==> src/rtl/bcp_clause_scanner.sv <==
// Sequential BCP clause scanner: classifies a bank of clauses against a latched assignment snapshot.
// Optional macro BCP_STATS_EN adds stat_unit_cnt / stat_sat_cnt counters.
module bcp_clause_scanner #(
  parameter int VAR_NUM    = 8,
  parameter int CLAUSE_NUM = 16,
  parameter int VIDX_W     = $clog2(VAR_NUM),
  parameter int CIDX_W     = $clog2(CLAUSE_NUM)
) (
  input  logic               clock,
  input  logic               reset,
  input  logic               cl_we,
  input  logic [CIDX_W-1:0]  cl_addr,
  input  logic [VAR_NUM-1:0] cl_type,
  input  logic [VAR_NUM-1:0] cl_mask,
  input  logic [VAR_NUM-1:0] asg_val,
  input  logic [VAR_NUM-1:0] asg_valid,
  input  logic               start,
  output logic               busy,
  output logic               done,
  output logic               all_sat,
  output logic               conflict,
  output logic [CIDX_W-1:0]  conflict_clause,
`ifdef BCP_STATS_EN
  output logic [CIDX_W:0]    stat_unit_cnt,
  output logic [CIDX_W:0]    stat_sat_cnt,
`endif
  output logic               imp_valid,
  input  logic               imp_ready,
  output logic [VIDX_W-1:0]  imp_var,
  output logic               imp_val,
  output logic [CIDX_W-1:0]  imp_clause
);

  localparam logic [CIDX_W-1:0] LAST = CIDX_W'(CLAUSE_NUM - 1);

  typedef enum logic [1:0] {ST_IDLE, ST_SCAN, ST_IMPLY, ST_DONE} state_t;
  typedef enum logic [2:0] {CL_DIS, CL_SAT, CL_CONF, CL_UNIT, CL_UNDEC} cls_t;

  state_t state, state_d;
  cls_t   cls;

  logic [CLAUSE_NUM-1:0][VAR_NUM-1:0] bank_type, bank_mask;
  logic [VAR_NUM-1:0] snap_val, snap_vld;
  logic [VAR_NUM-1:0] cur_type, cur_mask;
  logic [VAR_NUM-1:0] lit_true, lit_open;
  logic [CIDX_W-1:0]  eidx, nxt_idx;
  logic [VIDX_W-1:0]  open_idx;
  logic               cur_vld, run_sat;
  logic               start_acc, fetch, adv, go_imp, go_conf, last, scanning, clr_sat;

  assign busy     = (state == ST_SCAN) || (state == ST_IMPLY);
  assign done     = (state == ST_DONE);
  assign last     = (eidx == LAST);
  assign scanning = (state == ST_SCAN) && cur_vld;
  assign clr_sat  = scanning && ((cls == CL_UNIT) || (cls == CL_UNDEC));
  // The bank is read through a one-slot fetch register; eidx is the clause being evaluated.
  assign nxt_idx  = cur_vld ? eidx + CIDX_W'(1) : '0;

  for (genvar i = 0; i < VAR_NUM; i++) begin : g_lane
    assign lit_true[i] = cur_mask[i] & snap_vld[i] & (snap_val[i] == cur_type[i]);
    assign lit_open[i] = cur_mask[i] & ~snap_vld[i];
  end

  always_comb begin
    if (cur_mask == '0)                                       cls = CL_DIS;
    else if (|lit_true)                                       cls = CL_SAT;
    else if (lit_open == '0)                                  cls = CL_CONF;
    else if ((lit_open & (lit_open - VAR_NUM'(1))) == '0)     cls = CL_UNIT;
    else                                                      cls = CL_UNDEC;
  end

  always_comb begin
    open_idx = '0;
    for (int i = VAR_NUM - 1; i >= 0; i--)
      if (lit_open[i]) open_idx = VIDX_W'(i);
  end

  always_ff @(posedge clock or posedge reset)
    if (reset) state <= ST_IDLE;
    else       state <= state_d;

  always_comb begin
    state_d   = state;
    start_acc = 1'b0;
    fetch     = 1'b0;
    adv       = 1'b0;
    go_imp    = 1'b0;
    go_conf   = 1'b0;
    case (state)
      ST_IDLE, ST_DONE:
        if (start) begin
          state_d   = ST_SCAN;
          start_acc = 1'b1;
        end
      ST_SCAN:
        if (!cur_vld) fetch = 1'b1;
        else begin
          case (cls)
            CL_UNIT: begin go_imp  = 1'b1; state_d = ST_IMPLY; end
            CL_CONF: begin go_conf = 1'b1; state_d = ST_DONE;  end
            default: adv = 1'b1;
          endcase
        end
      ST_IMPLY:
        if (imp_valid && imp_ready) adv = 1'b1;
      default: state_d = ST_IDLE;
    endcase
    if (adv) begin
      if (last) state_d = ST_DONE;
      else begin
        state_d = ST_SCAN;
        fetch   = 1'b1;
      end
    end
  end

  always_ff @(posedge clock or posedge reset)
    if (reset) begin
      bank_type <= '0;
      bank_mask <= '0;
    end else if (cl_we && !busy) begin
      bank_type[cl_addr] <= cl_type;
      bank_mask[cl_addr] <= cl_mask;
    end

  always_ff @(posedge clock or posedge reset)
    if (reset) begin
      snap_val        <= '0;
      snap_vld        <= '0;
      cur_type        <= '0;
      cur_mask        <= '0;
      cur_vld         <= 1'b0;
      eidx            <= '0;
      run_sat         <= 1'b0;
      all_sat         <= 1'b0;
      conflict        <= 1'b0;
      conflict_clause <= '0;
      imp_valid       <= 1'b0;
      imp_var         <= '0;
      imp_val         <= 1'b0;
      imp_clause      <= '0;
    end else begin
      if (start_acc) begin
        snap_val        <= asg_val;
        snap_vld        <= asg_valid;
        cur_vld         <= 1'b0;
        eidx            <= '0;
        run_sat         <= 1'b1;
        all_sat         <= 1'b0;
        conflict        <= 1'b0;
        conflict_clause <= '0;
        imp_valid       <= 1'b0;
      end
      if (fetch) begin
        cur_type <= bank_type[nxt_idx];
        cur_mask <= bank_mask[nxt_idx];
        eidx     <= nxt_idx;
        cur_vld  <= 1'b1;
      end
      if (clr_sat) run_sat <= 1'b0;
      if (go_imp) begin
        imp_valid  <= 1'b1;
        imp_var    <= open_idx;
        imp_val    <= cur_type[open_idx];
        imp_clause <= eidx;
      end
      if ((state == ST_IMPLY) && imp_valid && imp_ready) imp_valid <= 1'b0;
      if (go_conf) begin
        conflict        <= 1'b1;
        conflict_clause <= eidx;
      end
      // Last clause may itself clear the running flag on this same edge.
      if (adv && last) all_sat <= run_sat & ~clr_sat;
    end

`ifdef BCP_STATS_EN
  localparam int SW = CIDX_W + 1;

  always_ff @(posedge clock or posedge reset)
    if (reset) begin
      stat_unit_cnt <= '0;
      stat_sat_cnt  <= '0;
    end else if (start_acc) begin
      stat_unit_cnt <= '0;
      stat_sat_cnt  <= '0;
    end else if (scanning) begin
      if (cls == CL_UNIT) stat_unit_cnt <= stat_unit_cnt + SW'(1);
      if (cls == CL_SAT)  stat_sat_cnt  <= stat_sat_cnt + SW'(1);
    end
`endif

endmodule

==> config.mk <==
export PLATFORM = sky130hd
export DESIGN_NAME = bcp_clause_scanner
export DESIGN_NICKNAME = d
export VERILOG_FILES = /design/src/rtl/bcp_clause_scanner.sv
export SDC_FILE = /design/constraint.sdc
export NUM_CORES = 1
export LEC_CHECK = 0
export BUFFER_PORTS_ARGS = -buffer_cell sky130_fd_sc_hd__buf_2
export CORE_ASPECT_RATIO = 0.75
export CORE_UTILIZATION = 25
export CTS_CLUSTER_DIAMETER = 80
export CTS_CLUSTER_SIZE = 14
export DETAILED_ROUTE_END_ITERATION = 10
export PLACE_DENSITY_LB_ADDON = 0.08
export SYNTH_ARGS = -nofsm -noshare
export SYNTH_HDL_FRONTEND = slang
export SYNTH_SLANG_ARGS = --single-unit
==> constraint.sdc <==
create_clock -name clock -period 23.5 [get_ports clock]
set_input_delay 0 -clock clock [delete_from_list [all_inputs] [get_ports clock]]
set_output_delay 0 -clock clock [all_outputs]
set_load 0.02 [all_outputs]
==> impl_metrics.prom <==
# TYPE chip_impl_metric gauge
chip_impl_metric{name="leakagePower",unit="nW"} 7.246
chip_impl_metric{name="synth.ff_latch_count",unit=""} 311
chip_impl_metric{name="maximum_clock_skew_at_final_layout",unit="ns"} 0.01210
chip_impl_metric{name="placeableCoreArea",unit="sq mm"} 0.05734
chip_impl_metric{name="initial_antenna_violation_count",unit=""} 1
chip_impl_metric{name="synth.yosys.seq_area_share",unit=""} 0.5369
chip_impl_metric{name="via_per_inst",unit=""} 4.791
chip_impl_metric{name="syn_nets",unit=""} 1227
chip_impl_metric{name="finalNetCount",unit=""} 1285
chip_impl_info{name="crit_path_cell_trace",value="buf_4, ha_1, and2_2, buf_4, nand2_1, buf_4, o22ai_1, a31oi_1, a211oi_1, a21oi_1, mux2_4"} 1
chip_impl_metric{name="clkLatencyLatePin",unit="ns"} 0.56
chip_impl_metric{name="synth_area_per_cell",unit="sq um"} 12.26
chip_impl_metric{name="hold_path_cells",unit=""} 3
chip_impl_metric{name="post-route-min-period",unit="ns"} 4.197
chip_impl_metric{name="die_height",unit="um"} 210.5
chip_impl_metric{name="synthesis.yosys.warnings",unit=""} 0
chip_impl_metric{name="routed-via-count",unit=""} 9692
chip_impl_metric{name="port_buffers",unit=""} 57
chip_impl_metric{name="area_delta_synth_final",unit="%"} 15.27
chip_impl_info{name="crit_path_top_delay_cell",value="sky130_fd_sc_hd__buf_4"} 1
chip_impl_metric{name="timing_worst_slew_pin_value",unit="ns"} 1.096
chip_impl_info{name="synth.cells.most_frequent",value="311 x sky130_fd_sc_hd__dfrtp_1, 273 x sky130_fd_sc_hd__mux2_2, 151 x sky130_fd_sc_hd__nand2_1, 63 x sky130_fd_sc_hd__clkbuf_1, 45 x sky130_fd_sc_hd__a311oi_1"} 1
chip_impl_info{name="timing.rr.end",value="cur_type[3]"} 1
chip_impl_info{name="worst_setup_path_start_kind",value="flip-flop"} 1
chip_impl_metric{name="slew_viol_final",unit=""} 0
chip_impl_metric{name="worstPathRequired",unit="ns"} 23.95
chip_impl_metric{name="global_placer_s_final_weighted_congestion",unit=""} 0.7309
chip_impl_info{name="holdCritPathClass",value="input pin to flip-flop"} 1
chip_impl_metric{name="drt_wl_total",unit="mm"} 46.84
chip_impl_metric{name="setup_tns",unit="ns"} 0
chip_impl_metric{name="cts.sink_count",unit=""} 311
chip_impl_metric{name="fraction_of_layout_instances_using_a_drive_strength_above_1",unit=""} 0.3502
chip_impl_info{name="synth_area_leaders",value="sky130_fd_sc_hd__dfrtp_1 54%, sky130_fd_sc_hd__mux2_2 21%, sky130_fd_sc_hd__nand2_1 3.9%"} 1
chip_impl_info{name="hold_path_startpoint",value="cl_addr[3]"} 1
chip_impl_metric{name="synthDominantCellAreaShare",unit=""} 0.5369
chip_impl_metric{name="die_w",unit="um"} 280.0
chip_impl_info{name="regToRegStartpoint",value="eidx[0]"} 1
chip_impl_metric{name="synth_edf_count",unit=""} 0
chip_impl_metric{name="max_capacitance_violation_count",unit=""} 0
chip_impl_metric{name="first_global_vias",unit=""} 10050
chip_impl_metric{name="cts_inserted_buffers",unit=""} 26
chip_impl_metric{name="timing.reg2reg.setup_slack",unit="ns"} 19.30
chip_impl_info{name="critical_path.endpoint_type",value="flip-flop"} 1
chip_impl_info{name="grt_setup_unrepaired",value="false"} 1
chip_impl_info{name="cts_root_buf",value="sky130_fd_sc_hd__clkbuf_16"} 1
chip_impl_metric{name="crit_path_max_incr_delay",unit="ns"} 0.66
chip_impl_metric{name="grt_pass1_wl",unit="mm"} 71.30
chip_impl_metric{name="ir_worst_vdd",unit="V"} 0.00005091
chip_impl_metric{name="worst_ep_arrival_time",unit="ns"} 4.64
chip_impl_metric{name="postCtsSetupRepairBufs",unit=""} 0
chip_impl_metric{name="grt_overflow",unit=""} 0
chip_impl_metric{name="hpwl",unit="mm"} 28.22
chip_impl_metric{name="ios",unit=""} 58
chip_impl_info{name="synth_most_common_cell",value="sky130_fd_sc_hd__dfrtp_1"} 1
chip_impl_info{name="holdPathEnd",value="bank_type[28]"} 1
chip_impl_info{name="critical_path_class",value="flip-flop to flip-flop"} 1
chip_impl_metric{name="power-per-cell-area",unit="mW/mm^2"} 127.0
chip_impl_info{name="synthDominantAreaCellType",value="sky130_fd_sc_hd__dfrtp_1"} 1
chip_impl_metric{name="dp_worst_setup_slack",unit="ns"} 19.27
chip_impl_metric{name="cts_max_level",unit=""} 1
chip_impl_metric{name="synth_cell_type_count",unit=""} 56
chip_impl_metric{name="max_freq",unit="GHz"} 0.2382
chip_impl_metric{name="rr_worst_depth",unit=""} 11
chip_impl_metric{name="drc_violations_left",unit=""} 0
chip_impl_metric{name="clk_path_buf_depth",unit=""} 3
chip_impl_metric{name="first_iter_violations",unit=""} 478
chip_impl_metric{name="floorplan.initialDensity",unit=""} 0.2528
chip_impl_metric{name="finalCritPeriodShare",unit=""} 0.1786
chip_impl_metric{name="clkSlewWorstSetupHoldPaths",unit="ns"} 0.08
chip_impl_info{name="clock_tree_from_tritoncts",value="yes"} 1
chip_impl_metric{name="timing.final.ws_setup",unit="ns"} 19.30
chip_impl_info{name="timing.critical_path.mode_cell",value="sky130_fd_sc_hd__buf_4"} 1
chip_impl_metric{name="dieArea",unit="sq mm"} 0.05895
chip_impl_metric{name="row_count",unit=""} 76
chip_impl_metric{name="first_pass_iters",unit=""} 5
chip_impl_metric{name="synthesis.area",unit="sq mm"} 0.01449
chip_impl_metric{name="finalSetupViolCount",unit=""} 0
chip_impl_metric{name="max_slew_margin",unit=""} 0.2688
chip_impl_metric{name="worst-path-max-fanout",unit=""} 48
chip_impl_info{name="outcome",value="complete, no violations"} 1
chip_impl_metric{name="gr-usage-all-layers",unit=""} 0.1632
chip_impl_metric{name="finalHoldViolCount",unit=""} 0
chip_impl_metric{name="pin_count_of_the_biggest_net_entering_global_routing",unit=""} 96
chip_impl_metric{name="ant_nets",unit=""} 0
chip_impl_metric{name="post_drt_wl_per_cell",unit="um"} 23.15
chip_impl_metric{name="async_flop_share",unit=""} 1.000
chip_impl_info{name="synth-main-ff-cell",value="sky130_fd_sc_hd__dfrtp_1"} 1
chip_impl_metric{name="postSynthCellCount",unit=""} 1182
routing by layer:
metal / track usage / up-vias / wire length [um]
met4: 0.02732 / 0 / 749
met1: 0.2487 / 5139 / 24480
met2: 0.2474 / 111 / 20430
li1: - / 4400 / -
met3: 0.02028 / 42 / 1181
met5: 0 / - / 0
critical path, delay by kind of cell, from the launching register on:
| family | cells | cell delay [ns] |
|---|---|---|
| buffers and inverters | 3 | 1.64 |
| AO/OA/AOI/OAI | 4 | 0.56 |
| adder cells (fa/ha/maj) | 1 | 0.30 |
| flip-flops | 1 | 0.61 |
| AND/OR/NAND/NOR | 2 | 0.60 |
| multiplexers | 1 | 0.29 |
state kept, by name, indices dropped and copies added, names as in the netlist, 2 cells and up:
signal           cells
bank_mask          128
bank_type          128
cur_mask             8
cur_type             8
snap_val             8
snap_vld             8
conflict_clause      4
eidx                 4
imp_clause           4
imp_var              3
state                2
report_power, final:
part	switching, mW	leakage, nW	internal (mW)	total [mW]
combinational	0.433	2.90	0.388	0.820
sequential	0.140	4.00	0.750	0.890
clock	0.204	0.347	0.207	0.411
how the worst max path moves through the flow:
stage	cells after the start	to	slack, ns	from
2_1_floorplan	1	all_sat	14.90	reset
3_5_place_dp	11	cur_type[3]	19.27	eidx[0]
5_1_grt	11	cur_type[3]	18.96	eidx[0]
6_report	11	cur_type[3]	19.30	eidx[0]
3_3_place_gp	11	cur_type[3]	19.25	eidx[0]
4_1_cts	11	cur_type[3]	19.25	eidx[0]
stage by stage:
step	instance area (sq um)	std cells	utilization	total power, mW	hold slack (ns)
after CTS	16700	2022	0.2913	2.153	0.02549
final	16710	2023	0.2914	2.121	0.05717
after detailed placement	15650	1957	0.2729	1.725	0.1899
after floorplan	14490	1182	-	1.482	0.09725
after global routing	16700	2022	0.2913	2.276	0.03908
after global placement	15650	1957	0.2729	1.720	0.1931
logic make-up after synthesis:
family	share of synthesized area
muxes	0.2575
DFF	0.5369
and+or+nand+nor	0.08391
AOI/OAI and AO/OA	0.08175
buffers and inverters	0.02961
xor gates and xnor gates	0.006043
adders and majority gates	0.004230
what timing repair did:
action	CTS	global route
hold endpoints to repair	351	0
endpoints found under the setup margin	0	0
resized for setup	0	0
hold buffers	35	0
layout by cell type, fill, tap and decap left out, types with 27 or more instances in the layout:
master,count
sky130_fd_sc_hd__dlygate4sd3_1,35
sky130_fd_sc_hd__a311oi_1,45
sky130_fd_sc_hd__buf_4,29
sky130_fd_sc_hd__dfrtp_1,310
sky130_fd_sc_hd__a21oi_1,36
sky130_fd_sc_hd__nand2_1,149
sky130_fd_sc_hd__clkbuf_16,27
sky130_fd_sc_hd__mux2_2,273
sky130_fd_sc_hd__o22ai_1,30
sky130_fd_sc_hd__nand3_1,30
sky130_fd_sc_hd__buf_2,57
layout make-up:
| class | instances | area [sq um] |
|---|---|---|
| clock buffer | 29 | 693.2 |
| tap | 780 | 975.9 |
| sequential | 311 | 7784 |
| fill | 5892 | 40630 |
| timing repair buffer | 121 | 853.3 |
| antenna | 1 | 2.502 |
| clock inverter | 1 | 11.26 |
| inverter | 10 | 45.04 |
| multi-input combinational | 770 | 6342 |
No activity file was read; power rests on OpenSTA's default activity.
